--- src/rtl/div_sequencer.sv ---
// Multi-cycle radix-2 restoring divider for the execute stage: stalls F/D/E until the quotient is ready.
// Optional macro DIV_SIGNED_EN builds the SDIV magnitude/sign-fixup path; otherwise SDIV behaves as UDIV.
module div_sequencer #(
  parameter int WIDTH            = 32,
  parameter int ALUCONTROL_WIDTH = 5
) (
  input  logic                        clk,
  input  logic                        reset,
  input  logic                        StartE,
  input  logic [ALUCONTROL_WIDTH-1:0] ALUControlE,
  input  logic [WIDTH-1:0]            SrcAE,
  input  logic [WIDTH-1:0]            SrcBE,
  input  logic                        FlushE,
  output logic                        DivStallE,
  output logic                        DivBusyE,
  output logic                        DivDoneE,
  output logic [WIDTH-1:0]            DivResultE,
  output logic                        DivByZeroE
);
  localparam int CW = $clog2(WIDTH);
  localparam logic [ALUCONTROL_WIDTH-1:0] OP_UDIV = ALUCONTROL_WIDTH'(14);
  localparam logic [ALUCONTROL_WIDTH-1:0] OP_SDIV = ALUCONTROL_WIDTH'(15);

  typedef enum logic [1:0] {IDLE, ITER, FIXUP, DONE} state_t;

  state_t           state_q, state_d;
  logic [WIDTH-1:0] q_q, q_d, dvs_q, dvs_d, res_q, res_d;
  logic [WIDTH:0]   rem_q, rem_d;
  logic [CW-1:0]    cnt_q, cnt_d;
  logic             dbz_q, dbz_d;
  logic             req;
  logic [WIDTH-1:0] a_mag, b_mag, fix_res;
  logic [WIDTH:0]   rem_sh, trial;

  assign req = StartE & ~FlushE & ((ALUControlE == OP_UDIV) | (ALUControlE == OP_SDIV));

`ifdef DIV_SIGNED_EN
  logic is_sdiv, neg_q, neg_d;
  assign is_sdiv = (ALUControlE == OP_SDIV);
  assign a_mag   = (is_sdiv & SrcAE[WIDTH-1]) ? -SrcAE : SrcAE;
  assign b_mag   = (is_sdiv & SrcBE[WIDTH-1]) ? -SrcBE : SrcBE;
  assign neg_d   = (state_q == IDLE && req) ? (is_sdiv & (SrcAE[WIDTH-1] ^ SrcBE[WIDTH-1])) : neg_q;
  assign fix_res = neg_q ? -q_q : q_q;

  always_ff @(posedge clk or posedge reset)
    if (reset) neg_q <= 1'b0;
    else       neg_q <= neg_d;
`else
  assign a_mag   = SrcAE;
  assign b_mag   = SrcBE;
  assign fix_res = q_q;
`endif

  // Remainder is one bit wider so the trial subtraction's sign shows up in the MSB.
  assign rem_sh = {rem_q[WIDTH-1:0], q_q[WIDTH-1]};
  assign trial  = rem_sh - {1'b0, dvs_q};

  always_comb begin
    state_d   = state_q;
    q_d       = q_q;
    dvs_d     = dvs_q;
    rem_d     = rem_q;
    cnt_d     = cnt_q;
    res_d     = res_q;
    dbz_d     = dbz_q;
    DivStallE = 1'b0;
    case (state_q)
      IDLE: if (req) begin
        DivStallE = 1'b1;
        if (SrcBE == '0) begin
          res_d   = '0;
          dbz_d   = 1'b1;
          state_d = DONE;
        end else begin
          q_d     = a_mag;
          dvs_d   = b_mag;
          rem_d   = '0;
          cnt_d   = CW'(WIDTH-1);
          dbz_d   = 1'b0;
          state_d = ITER;
        end
      end
      ITER: begin
        DivStallE = 1'b1;
        rem_d     = trial[WIDTH] ? rem_sh : trial;
        q_d       = {q_q[WIDTH-2:0], ~trial[WIDTH]};
        cnt_d     = cnt_q - 1'b1;
        if (cnt_q == '0) state_d = FIXUP;
      end
      FIXUP: begin
        DivStallE = 1'b1;
        res_d     = fix_res;
        state_d   = DONE;
      end
      // The instruction that started us is still in E, so StartE is ignored here.
      DONE: state_d = IDLE;
      default: state_d = IDLE;
    endcase
    if (FlushE) begin
      state_d   = IDLE;
      DivStallE = 1'b0;
    end
  end

  always_ff @(posedge clk or posedge reset) begin
    if (reset) begin
      state_q <= IDLE;
      q_q     <= '0;
      dvs_q   <= '0;
      rem_q   <= '0;
      cnt_q   <= '0;
      res_q   <= '0;
      dbz_q   <= 1'b0;
    end else begin
      state_q <= state_d;
      q_q     <= q_d;
      dvs_q   <= dvs_d;
      rem_q   <= rem_d;
      cnt_q   <= cnt_d;
      res_q   <= res_d;
      dbz_q   <= dbz_d;
    end
  end

  assign DivBusyE   = (state_q == ITER) | (state_q == FIXUP);
  assign DivDoneE   = (state_q == DONE);
  assign DivResultE = res_q;
  assign DivByZeroE = dbz_q;
endmodule
--- config.mk ---
export PLATFORM = sky130hd
export DESIGN_NAME = div_sequencer
export DESIGN_NICKNAME = d
export VERILOG_FILES = /design/src/rtl/div_sequencer.sv
export SDC_FILE = /design/constraint.sdc
export NUM_CORES = 1
export LEC_CHECK = 0
export CORE_UTILIZATION = 55
export DETAILED_ROUTE_END_ITERATION = 10
export GPL_TIMING_DRIVEN = 0
export PLACE_DENSITY = 0.8
export SLEW_MARGIN = 20
export SYNTH_ARGS = -nofsm -noshare
export SYNTH_HDL_FRONTEND = slang
export SYNTH_SLANG_ARGS = --single-unit
--- constraint.sdc ---
create_clock -name clk -period 5.5 [get_ports clk]
set_input_delay 1.1 -clock clk [delete_from_list [all_inputs] [get_ports clk]]
set_output_delay 1.1 -clock clk [all_outputs]
set_load 0.005 [all_outputs]
### Word level (Yosys, flattened, before mapping)

Index checks and enable logic that the tools add are counted.

| cells by class | value |
|---|---|
| add/subtract/negate cells | 2 |
| equal/unequal tests | 10 |
| multiplexer cells | 22 |
| bitwise logic cells | 7 |
| reduce and logical (&&, ||, !) cells | 11 |

Operators by type and width:

| kind | number |
|---|---|
| 32-bit 2-to-1 mux | 7 |
| 32-bit case mux with 2 select lines | 3 |
| 33-bit by 32-bit subtractor with 33-bit output | 1 |
| 32-bit zero test | 1 |
| 5-bit by 4-bit == test with 1-bit output, second input constant | 2 |
| 5-bit 2-to-1 mux | 2 |
| 5-bit case mux with 2 select lines | 1 |
| 3-bit AND reduction | 3 |
| 2-bit 2-to-1 mux | 4 |
| 2-bit case mux with 4 select lines | 1 |
| 2-bit != test, second input constant | 3 |
| 3-bit != test, second input constant | 2 |
| 5-bit zero test | 1 |
| 5-bit by 1-bit subtractor with 5-bit output, second input constant | 1 |
| 2-bit == test, second input constant | 2 |
| 2-bit AND reduction | 2 |
| 2-bit nonzero test | 2 |
| 1-bit 2-to-1 mux | 3 |
| 1-bit NOT | 3 |
| 1-bit AND | 2 |
| 2-bit by 1-bit == test with 1-bit output, second input constant | 1 |
| 2-bit zero test | 1 |
| 1-bit bitwise OR | 2 |
| 1-bit case mux with 2 select lines | 1 |
| 2-bit OR reduction | 1 |

| word-level totals | value |
|---|---|
| bits in registers | 136 |
| output and inout bits | 36 |
| logic and storage cells | 59 |

### Depth between registers and ports, before layout

| depth | value |
|---|---|
| depth in word-level cells | 6 |
| depth in mapped cells | 14 |

### Worst setup path before layout

OpenSTA, ideal clock, no wires.

| timing path | value |
|---|---|
| path kind | input to register |
| start point | in SrcBE[24] |
| end point | reg rem_q[9] |
| data arrival time | 2.926 ns |
| data required time | 5.423 ns |
| setup slack | 2.497 ns |
| stages on the path | 10 |
| buffers on the path | 3 |
| path through | nor4_1 nand4_1 nor2_1 or2_1 buf_2 a21boi_1 clkbuf_1 clkbuf_1 nand2_1 o21ai_1 |

| on the way | value |
|---|---|
| cells in the longest elaborated chain, start to end | 3 |

Ends and longest elaborated chain:

| element | RTL line | source |
|---|---|---|
| from (decl) | 12 | `input logic [WIDTH-1:0] SrcBE,` |
| 32-bit zero test | 70 | `if (SrcBE == '0) begin` |
| 2-bit != test (no line) | n/a |  |
| 3-bit AND reduction (no line) | n/a |  |
| to (signal assigned) | 118 | `rem_q <= rem_d;` |
| to (decl) | 28 | `logic [WIDTH:0] rem_q, rem_d;` |

Every way passes these cells.
A chain may end at the register's enable or synchronous reset.

### Final worst setup path

| timing path | value |
|---|---|
| start point | in SrcBE[16] |
| end point | reg rem_q[4] |

The elaborated chain is that of the path after synthesis.

==> run metrics <==
PwrDens 653 nW/um^2; post-synth top area cell sky130_fd_sc_hd__dfrtp_1; mapped cell area just under 8000 sq um; full die area ~15000 sq um; number of pins with negative max-slew slack in the final report 0; Root Buffer sky130_fd_sc_hd__clkbuf_16; Multi-input gate area ~4000 sq um; final core utilization between 70% and 80%; total routed wirelength around 18 mm; final estimated routing congestion in global placement a little under 0.9; GRT Util Overall a little over a quarter; per-cell routed wire length between 15 and 20 um; first-pass iteration count of the detailed router 5; setup slack of the worst register-to-register path between 1.5 and 2 ns; number of buffers added by the clock tree synthesis step 17; TritonCTS clock tree done; count of flip-flops with a built-in enable after synthesis 0; number of ports placed on the die boundary 109; sort of element at the start of the critical path input port; die height between 100 and 150 um; number of antenna violations at the first check in global routing 0; residual antenna-violating net count after detailed routing 0; signal arrival time at the worst endpoint about 4.7 ns; Post-Syn Area per Cell 9.61 sq um; area of the core between 10000 and 15000 sq um; share of the clock period used by the worst path between 70 and 80%; most frequent standard cell in the layout excluding fill and tap cells sky130_fd_sc_hd__nand2_1; chip width ~120 um; leakage ~0.0044 uW; DRC violations left 0; initial core utilization about 57%; post-layout net count 1045; routed metal-1 wire length between 8 and 9 mm; pin count of the biggest net entering global routing 75; setup repair after global routing missed its margin false; maximum achievable frequency between 200 and 250 MHz; total cell area at the placement stage about 9000 sq um; cells after synthesis ~810; post-detailed-route via-to-cell ratio between 5 and 6; Fin. Hold Viols 0; quantity of gates resized following cts 0; final clock skew ~0.019 ns; layout cells sized above 1 9.63%; endpoint class of the critical path flip-flop; clock net sink count around 140; Max-slew headroom a little under half; endpoints failing setup 0; global-route congestion overflow total 0; number of DRC markers after the initial detailed-route iteration 388; clock slew seen by the registers of the worst setup and hold paths ~0.06 ns; Yosys reg bits between 100 and 150; CTS H-Tree Depth 4; Worst-Skew Late Latency about 0.43 ns; uppermost metal layer occupied by signal nets met4; peak ir drop on the vdd network ~330 uV; count of fill cells added during filler insertion about 1000; via count of the first global-routing pass just over 6000; distinct cell type count after synthesis 57; worst hold slack after final layout roughly 0.48 ns; Hold Path Class flip-flop to flip-flop; placed wire-length estimate after detailed placement roughly 13 mm; number of buffers added to fix hold violations after cts 0; result of the run finished, final reports clean; total of buffers placed on input and output ports 107; cell area after layout a little under 10000 sq um; Core Rows 42; ranking of synthesized cells by area sky130_fd_sc_hd__dfrtp_1 (44%), sky130_fd_sc_hd__mux2i_1 (7.9%), sky130_fd_sc_hd__nand2_1 (7.3%), sky130_fd_sc_hd__ha_1 (6.3%), sky130_fd_sc_hd__mux2_2 (4.7%); maximum fanout along the worst path 10; first-pass GRT wire length about 31 mm; setup fix buffers added after clock tree synthesis 0; via count 6317; share of the yosys chip area belonging to registers 44.0%; area share of the largest cell type after synthesis 44.0%; routed length on met3 roughly 940 um; Maximum Capacitance Violations 0; commonest cells after routing, fill and taps aside sky130_fd_sc_hd__nand2_1 (151), sky130_fd_sc_hd__dfrtp_1 (136), sky130_fd_sc_hd__clkdlybuf4s50_1 (107); type of the setup path with the least slack input port to flip-flop; area taken by flip-flops and latches between 3000 and 4000 sq um; area growth from synthesis to layout 24.7%; final worst path period need about 4.4 ns; slew of the pin with the lowest slew margin between 0.7 and 0.8 ns; Yosys warning count 0; Mapped Nets 918; proportion of register bits with asynchronous set or reset after synthesis 100%; Required @ worst endpoint a little under 6 ns; Most used DFF post-synth sky130_fd_sc_hd__dfrtp_1; met2 wirelength from detailed routing 8.72 mm; maximum clock path buffer count 2; Antenna Cells 0
[routing by layer]
layer / GRT usage (%) / vias to the layer above
li1: - / 3095
met1: 37.8 / 3039
met2: 42.0 / 166
met3: 6.32 / 17
met4: 7.64 / 0
met5: 0 / -
[power breakdown]
part | internal [uW] | switching, uW
clock network | 684 | 452
registers | 1360 | 276
logic | 1640 | 1890
[cells in the mapped netlist, types with 4 or more instances]
| cell type | n |
|---|---|
| sky130_fd_sc_hd__nand2_1 | 151 |
| sky130_fd_sc_hd__dfrtp_1 | 136 |
| sky130_fd_sc_hd__o21ai_0 | 66 |
| sky130_fd_sc_hd__mux2i_1 | 61 |
| sky130_fd_sc_hd__inv_1 | 45 |
| sky130_fd_sc_hd__ha_1 | 39 |
| sky130_fd_sc_hd__clkbuf_1 | 32 |
| sky130_fd_sc_hd__mux2_2 | 32 |
| sky130_fd_sc_hd__a21oi_1 | 31 |
| sky130_fd_sc_hd__o21ai_1 | 30 |
| sky130_fd_sc_hd__xnor2_1 | 20 |
| sky130_fd_sc_hd__nor2_1 | 17 |
| sky130_fd_sc_hd__a21o_1 | 16 |
| sky130_fd_sc_hd__nor4_1 | 12 |
| sky130_fd_sc_hd__xor2_1 | 12 |
| sky130_fd_sc_hd__o221a_2 | 10 |
| sky130_fd_sc_hd__nand4_1 | 8 |
| sky130_fd_sc_hd__a211oi_1 | 6 |
| sky130_fd_sc_hd__a31oi_1 | 6 |
| sky130_fd_sc_hd__and3_1 | 5 |
| sky130_fd_sc_hd__nand3_1 | 5 |
| sky130_fd_sc_hd__o211ai_1 | 5 |
| sky130_fd_sc_hd__buf_2 | 4 |
[through the flow]
step	total power [uW]	cells	worst slack, ns	TNS, ns
6_report	6300	1121	1.10	0
5_1_grt	6800	1121	0.920	0
4_1_cts	6310	1121	1.15	0
3_5_place_dp	5130	1089	0.680	0
3_3_place_gp	5040	1088	-1.16	-156.30
2_1_floorplan	4300	805	0.761	0
[final cells by class]
type                    instances  share of cell area, %
plain buffers                  41                   1.89
clock buffers                  19                   4.59
clock inverters                13                   1.50
inverters                      45                   1.83
multi-input cells             583                   41.3
flip-flops and latches        136                   35.3
well taps                     176                   2.28
repair buffers                108                   11.4
[worst max-delay path: stages]
cell and delay (ns):
sky130_fd_sc_hd__clkdlybuf4s50_1 0.42, sky130_fd_sc_hd__nor4_1 0.59, sky130_fd_sc_hd__nand4_1 0.31, sky130_fd_sc_hd__nor2_1 0.22
sky130_fd_sc_hd__or2_1 0.12, sky130_fd_sc_hd__buf_2 0.18, sky130_fd_sc_hd__a21boi_1 0.68, sky130_fd_sc_hd__clkbuf_1 0.45
sky130_fd_sc_hd__clkbuf_1 0.44, sky130_fd_sc_hd__nand2_1 0.10, sky130_fd_sc_hd__o21ai_1 0.11
[state kept, by name, summed over array words and instances (netlist names)]
register / count
DivByZeroE: 1
cnt_q: 5
state_q: 2
rem_q: 32
fix_res: 32
DivResultE: 32
dvs_q: 32
[path summary, 6_finish.rpt]
check,startpoint,to,cells past startpoint
max,SrcBE[16],rem_q[4]$_DFFE_PP0P_,11
min,DivByZeroE$_DFFE_PP0P_,DivByZeroE$_DFFE_PP0P_,1
max reg2reg,fix_res[31]$_DFFE_PP0P_,rem_q[1]$_DFFE_PP0P_,14
min reg2reg,DivByZeroE$_DFFE_PP0P_,DivByZeroE$_DFFE_PP0P_,1
max in group asynchronous,reset,dvs_q[18]$_DFFE_PP0P_,3
min in group asynchronous,reset,dvs_q[23]$_DFFE_PP0P_,2
[cells by family after synthesis]
family | synth area share [%]
buffers and inverters | 4.54
AOI/OAI and AO/OA | 16.1
xor gates and xnor gates | 3.62
adders and majority gates | 6.57
DFF | 44.0
muxes | 12.6
and+or+nand+nor | 12.6
Power figures use the tool's default switching activity.
